## config.mk

```make
export PLATFORM = sky130hd
export DESIGN_NAME = seq_divider
export DESIGN_NICKNAME = d
export VERILOG_FILES = /design/src/rtl/seq_divider.sv
export SDC_FILE = /design/constraint.sdc
export NUM_CORES = 1
export LEC_CHECK = 0
export ABC_CLOCK_PERIOD_IN_PS = 9000
export BUFFER_PORTS_ARGS = -buffer_cell sky130_fd_sc_hd__buf_2
export CAP_MARGIN = 20
export CORE_MARGIN = 1.5
export CORE_UTILIZATION = 60
export CTS_CLUSTER_DIAMETER = 100
export DETAILED_ROUTE_END_ITERATION = 8
export GPL_ROUTABILITY_DRIVEN = 0
export PLACE_DENSITY = 0.79
export SYNTH_ARGS = -nofsm -noshare
export SYNTH_HDL_FRONTEND = slang
export SYNTH_SLANG_ARGS = --single-unit
```

## constraint.sdc

```tcl
create_clock -name clk -period 9 [get_ports clk]
set_input_delay 0.9 -clock clk [delete_from_list [all_inputs] [get_ports clk]]
set_output_delay 0.9 -clock clk [all_outputs]
set_load 0.05 [all_outputs]
```

## src/rtl/seq_divider.sv

```systemverilog
// Sequential restoring divider: one quotient bit per cycle, WIDTH-cycle latency.
// Define DIV_SIGNED_EN to add two's-complement (truncating) division selected by signed_op.
module seq_divider #(
    parameter int unsigned WIDTH = 32
) (
    input  logic             clk,
    input  logic             rst_n,
    input  logic             start,
    input  logic             signed_op,
    input  logic [WIDTH-1:0] dividend,
    input  logic [WIDTH-1:0] divisor,
    output logic             busy,
    output logic             done,
    output logic [WIDTH-1:0] quotient,
    output logic [WIDTH-1:0] remainder,
    output logic             div_by_zero
);

    localparam int unsigned REM_W = WIDTH + 1;
    localparam int unsigned RQ_W  = 2 * WIDTH + 1;
    localparam int unsigned CNT_W = $clog2(WIDTH + 1);
    localparam logic [CNT_W-1:0] LAST_STEP = CNT_W'(WIDTH - 1);

    typedef enum logic [1:0] {
        IDLE = 2'd0,
        RUN  = 2'd1,
        DONE = 2'd2
    } state_t;

    state_t           state;
    logic [RQ_W-1:0]  rq;        // {partial remainder, quotient/dividend bits}
    logic [WIDTH-1:0] dvs_mag;
    logic [CNT_W-1:0] step_cnt;

    logic [RQ_W-1:0]  rq_shift_c;
    logic [REM_W-1:0] trial_c;
    logic [RQ_W-1:0]  rq_next_c;
    logic [WIDTH-1:0] q_mag_c;
    logic [WIDTH-1:0] r_mag_c;
    logic [WIDTH-1:0] dvd_mag_c;
    logic [WIDTH-1:0] dvs_mag_c;
    logic [WIDTH-1:0] q_fin_c;
    logic [WIDTH-1:0] r_fin_c;
    logic             unused_bits;

    // One restoring step: shift, trial-subtract, keep or restore.
    assign rq_shift_c = {rq[RQ_W-2:0], 1'b0};
    assign trial_c    = rq_shift_c[RQ_W-1:WIDTH] - {1'b0, dvs_mag};
    assign rq_next_c  = trial_c[WIDTH] ? rq_shift_c
                                       : {trial_c, rq_shift_c[WIDTH-1:1], 1'b1};
    assign q_mag_c    = rq_next_c[WIDTH-1:0];
    assign r_mag_c    = rq_next_c[2*WIDTH-1:WIDTH];

`ifdef DIV_SIGNED_EN
    logic neg_q;
    logic neg_r;
    logic dvd_neg_c;
    logic dvs_neg_c;

    assign dvd_neg_c   = signed_op & dividend[WIDTH-1];
    assign dvs_neg_c   = signed_op & divisor[WIDTH-1];
    assign dvd_mag_c   = dvd_neg_c ? (~dividend + WIDTH'(1)) : dividend;
    assign dvs_mag_c   = dvs_neg_c ? (~divisor + WIDTH'(1)) : divisor;
    // Remainder follows the dividend sign, so the result truncates toward zero.
    assign q_fin_c     = neg_q ? (~q_mag_c + WIDTH'(1)) : q_mag_c;
    assign r_fin_c     = neg_r ? (~r_mag_c + WIDTH'(1)) : r_mag_c;
    assign unused_bits = rq[RQ_W-1];

    always_ff @(posedge clk or negedge rst_n) begin
        if (!rst_n) begin
            neg_q <= 1'b0;
            neg_r <= 1'b0;
        end else if (state == IDLE && start) begin
            neg_q <= dvd_neg_c ^ dvs_neg_c;
            neg_r <= dvd_neg_c;
        end
    end
`else
    assign dvd_mag_c   = dividend;
    assign dvs_mag_c   = divisor;
    assign q_fin_c     = q_mag_c;
    assign r_fin_c     = r_mag_c;
    assign unused_bits = rq[RQ_W-1] ^ signed_op;
`endif

    // Control FSM with registered status and result outputs.
    always_ff @(posedge clk or negedge rst_n) begin
        if (!rst_n) begin
            state       <= IDLE;
            busy        <= 1'b0;
            done        <= 1'b0;
            quotient    <= '0;
            remainder   <= '0;
            div_by_zero <= 1'b0;
            rq          <= '0;
            dvs_mag     <= '0;
            step_cnt    <= '0;
        end else begin
            done <= 1'b0;
            unique case (state)
                IDLE: begin
                    if (start) begin
                        rq       <= {REM_W'(0), dvd_mag_c};
                        dvs_mag  <= dvs_mag_c;
                        step_cnt <= '0;
                        busy     <= 1'b1;
                        if (divisor == '0) begin
                            state       <= DONE;
                            done        <= 1'b1;
                            quotient    <= '1;
                            remainder   <= dividend;
                            div_by_zero <= 1'b1;
                        end else begin
                            state <= RUN;
                        end
                    end
                end
                RUN: begin
                    rq       <= rq_next_c;
                    step_cnt <= step_cnt + CNT_W'(1);
                    if (step_cnt == LAST_STEP) begin
                        state       <= DONE;
                        done        <= 1'b1;
                        quotient    <= q_fin_c;
                        remainder   <= r_fin_c;
                        div_by_zero <= 1'b0;
                    end
                end
                DONE: begin
                    state <= IDLE;
                    busy  <= 1'b0;
                end
                default: begin
                    state <= IDLE;
                    busy  <= 1'b0;
                end
            endcase
        end
    end

endmodule

```

* After elaboration in Yosys (flattened, before gate mapping)
Cells that the tools add are included.
** Cells by class
- Add/subtract/negate cells :: 2
- Equality and inequality tests :: 5
- Multiplexer cells :: 27
- Bitwise operators :: 1
- Reductions and logical operators :: 8
** Operator list (number)
- 2-to-1 mux 32 bit :: 6
- 2-to-1 mux 64 bit :: 2
- case mux 32 bit (2 select lines) :: 2
- case mux 64 bit (2 select lines) :: 1
- subtractor 33 x 32 -> 33 bit :: 1
- zero test 32 bit :: 1
- case mux 6 bit (2 select lines) :: 1
- AND reduction 2 bit :: 4
- 2-to-1 mux 1 bit :: 7
- adder 6 x 1 -> 6 bit, second input constant :: 1
- == test 6 x 5 -> 1 bit, second input constant :: 1
- 2-to-1 mux 2 bit :: 3
- 2-to-1 mux 6 bit :: 1
- inequality test 2 bit, second input constant :: 3
- case mux 1 bit (2 select lines) :: 3
- case mux 2 bit (2 select lines) :: 1
- AND reduction 4 bit :: 1
- == test 2 x 1 -> 1 bit, second input constant :: 1
- zero test 2 bit :: 1
- nonzero test 2 bit :: 1
- NOT 1 bit :: 1
** Word-level totals
- Flip-flop bits (word level) :: 171

* Depth between registers and ports, before layout
- Depth in word-level cells :: 4
- Gate-level depth with buffers :: 14
- Gate-level depth less buffers :: 12

* Worst setup path before layout
OpenSTA, ideal clock, no wires.
- Kind :: register to register
- Start :: register rq[31]
- End :: register rq[51]
- Library setup time :: 0.134 ns
- Arrival :: 2.850 ns
- Data required time :: 8.866 ns
- Setup slack :: 6.016 ns
- Stages on the path, launching flop included :: 14
- Buffers on the path :: 1
- Cells stage by stage :: dfrtp_1 > inv_1 > ha_1 > fa_1 > nand2b_1 > a21o_1 > a31o_2 > o211a_1 > o2111ai_1 > a31oi_2 > xnor2_2 > buf_4 > mux2i_1 > o21ai_0
** On the way
- Cells in the longest elaborated chain, start to end :: 3
** RTL lines
- from (decl) :: line 31 : logic [RQ_W-1:0] rq;
- from (signal assigned) :: line 103 : rq <= {REM_W'(0), dvd_mag_c};
- from (signal assigned) :: line 119 : rq <= rq_next_c;
- subtractor 33 x 32 -> 33 bit :: line 48 : assign trial_c = rq_shift_c[RQ_W-1:WIDTH] - {1'b0, dvs_mag};
- 2-to-1 mux 64 bit :: line 49 : assign rq_next_c = trial_c[WIDTH] ? rq_shift_c
- case mux 64 bit (2 select lines) :: line 100 : unique case (state)
Every way passes these cells.
A chain may end at the register's enable or synchronous reset.

* Final worst setup path
- Start :: register rq[31]
- End :: register rq[52]
The elaborated chain is that of the path after synthesis.

==> run summary <==
# resized after CTS = 0
Root Driver = clkbuf_16
Fin Setup TNS = 0 ns
wire length on met3 = 1323 µm
Detailed Route WL = 24,750 µm
CTS tree = yes
top sig layer = met4
diodes inserted = 0
Synth top area share = 0.4521
cell row count = 45
leading cell type in the layout, fill and taps excluded = dfrtp_1
Ys Warns = 0
number of hold buffers added after CTS = 0
sequential-to-total area share from yosys stat = 0.4521
slowest cell on the critical path = buf_4
pins over their slew limit = 0
routed length per placed instance = 17.83 µm
CP delay by family, top = compound AO/OA/AOI/OAI gates
Slew Limit Headroom = 0.2744
area of the mapped netlist = 0.009464 mm²
Initial DRT Pass Iterations = 7
Core ar. = 0.01531 mm²
CP Class = register to register
largest cells by area after synthesis = dfrtp_1 (45%), o21ai_0 (6.9%), nand2_1 (4.7%), ha_1 (4.4%), a21oi_1 (3.9%)
1st-iter DRT viols = 790
Initial Utilization = 0.6180
Post-Syn Nets = 1,172
fin cells = 1,388
cells after synthesis = 1,070
DP Worst Slack = 4.896 ns
Die H = 128.6 µm
fin crit share = 0.4636
share of cells above drive strength 1 = 0.1614
Cell variety after synth = 59
worst-margin pin slew = 1.084 ns
highest clock rate = 239.7 MHz
vias in the first global route = 8,166
EDFF count, synth = 0
WHS = 0.4741 ns
Setup Skew = 0.006540 ns
global router's overall resource usage = 0.3094
Final Setup Violations = 0
Metal-1 WL = 10,620 µm
Die Wd = 128.6 µm
crit-path cells = inv_1 -> ha_1 -> fa_1 -> nand2b_1 -> a21o_1 -> a31o_2 -> o211a_1 -> o2111ai_1 -> a31oi_2 -> xnor2_4 -> buf_4 -> mux2i_1 -> o21ai_0
worst path bufs/invs = 2
Post-Place Cells = 1,356
RSZ-0062 raised after global routing = false
Max Root-Sink Buffers = 2
HP Class = register to register
fin nets = 1,266
Seq cells post-synth = 171
total power = 5.204 mW
Antenna Violating Nets Remaining = 0
vias after detailed routing = 8,432
global route overflow = 0
crit-path max FO = 65
Post-synth ARST share = 1.000
P per Cell Area = 480.4 mW/mm²
filler cell count = 1,217
crit path DAT = 4.45 ns
Worst Path Required = 9.28 ns
CTS H-tree lvls = 4
Sink Count = 171
cts bufs inserted = 17
# IOs = 135
Worst path max stage delay = 0.69 ns
area of the multi-input gates = 0.004743 mm²
Worst setup EP type = register
area delta synth->final = 14.46%
DIE AREA = 0.01654 mm²
final hold vios = 0
Syn Area/Cell = 8.845 µm²
final setup margin = 4.828 ns
FF+latch area = 0.004279 mm²
outcome = finished, final reports clean
cell taking the most area after synthesis = dfrtp_1
reg2reg setup slack = 4.83 ns
# DRC = 0
commonest non-fill, non-tap cells in the layout = dfrtp_1 (171), buf_2 (132), o21ai_0 (129), nand2_1 (118), nor2_1 (80)
WL met2 = 11,890 µm
hpwl dp = 16,720 µm
clock-pin slew of the registers on the worst-case setup and hold paths = 0.06 ns
# port buffers = 133
Leak = 5.133 nW
first-pass GRT wire length = 40,250 µm
post-CTS repair timing setup buffer count = 0
VDD IR max = 363.3 µV
Top FF cell, synth = dfrtp_1
CP Launch Type = register
Vias/cell = 6.075
max-capacitance violation count = 0
largest net degree at the start of global routing = 76
final worst path period need = 4.172 ns
initial antenna violation count = 0
Worst-Skew Late Latency = 0.43 ns
## path summary, 6_finish.rpt
check / from / to / depth (start not counted)
min reg2reg: remainder[3] / remainder[3] / 2
min: remainder[3] / remainder[3] / 2
max: rq[31] / rq[52] / 13
max reg2reg: rq[31] / rq[52] / 13
max in group asynchronous: rst_n / rq[45] / 3
min in group asynchronous: rst_n / rq[33] / 1
## final cells by class
type / count / area share
multi-input combinational: 777 / 0.4379
sequential: 171 / 0.3950
timing repair buffer: 145 / 0.07034
clock buffer: 22 / 0.04377
tap: 211 / 0.02437
inverter: 52 / 0.01802
clock inverter: 10 / 0.01063
## metrics by stage
step / utilization / area [µm²]
2_1_floorplan: - / 9464
3_3_place_gp: 0.6689 / 10240
3_5_place_dp: 0.6689 / 10240
4_1_cts: 0.7074 / 10830
5_1_grt: 0.7074 / 10830
6_report: 0.7074 / 10830
## worst register-to-register path, stage by stage, from the launching register on
cell and delay [ns]:
dfrtp_1 0.35, inv_1 0.13, ha_1 0.27, fa_1 0.41, nand2b_1 0.19, a21o_1 0.19, a31o_2 0.25, o211a_1 0.26
o2111ai_1 0.24, a31oi_2 0.21, xnor2_4 0.24, buf_4 0.69, mux2i_1 0.49, o21ai_0 0.13
## synthesized netlist by cell type, types with 4 or more instances
cell type,number
dfrtp_1,171
o21ai_0,130
nand2_1,119
nor2_1,81
a21oi_1,74
clkbuf_1,59
inv_1,52
nor3_1,40
nor2b_1,37
ha_1,33
a22oi_1,32
mux2i_1,32
a22o_1,16
and3_1,16
o31ai_1,16
xor2_1,15
xnor2_1,14
a21o_1,12
o22ai_1,11
nor4_1,9
a31oi_1,8
nand4_1,8
o21a_1,6
and2_1,5
buf_2,5
nand2b_1,5
nand3_1,5
o211ai_1,5
a211oi_1,4
buf_4,4
nor3b_1,4
## cells by family (layout without fill, tap and decap cells)
logic type	Yosys count	after routing	synth area share
AO/OA/AOI/OAI	343	343	0.2216
XOR/XNOR	30	30	0.02856
adder cells (fa/ha/maj)	34	34	0.04574
buffers and inverters	122	229	0.05143
flip-flops	171	171	0.4521
multiplexers	33	33	0.03503
AND/OR/NAND/NOR	337	337	0.1655
## where the power goes
part	leakage (nW)	switching (mW)	internal (mW)	total, mW
clock network	0.283	0.308	0.431	0.739
registers	2.16	0.234	1.08	1.32
logic	2.69	1.93	1.22	3.15
total	5.13	2.47	2.73	5.20
## sequential cells by signal, indices dropped and copies added, names as in the netlist
register     count
busy             1
step_cnt         6
state            2
div_by_zero      1
done             1
dvs_mag         32
remainder       32
quotient        32
rq              64
## layer usage
metal  GRT usage  up-vias
li1            -     3976
met1      0.4041     4081
met2      0.5041      305
met3     0.06112       70
met4      0.1388        0
met5           0        -
Power figures use the tool's default switching activity.
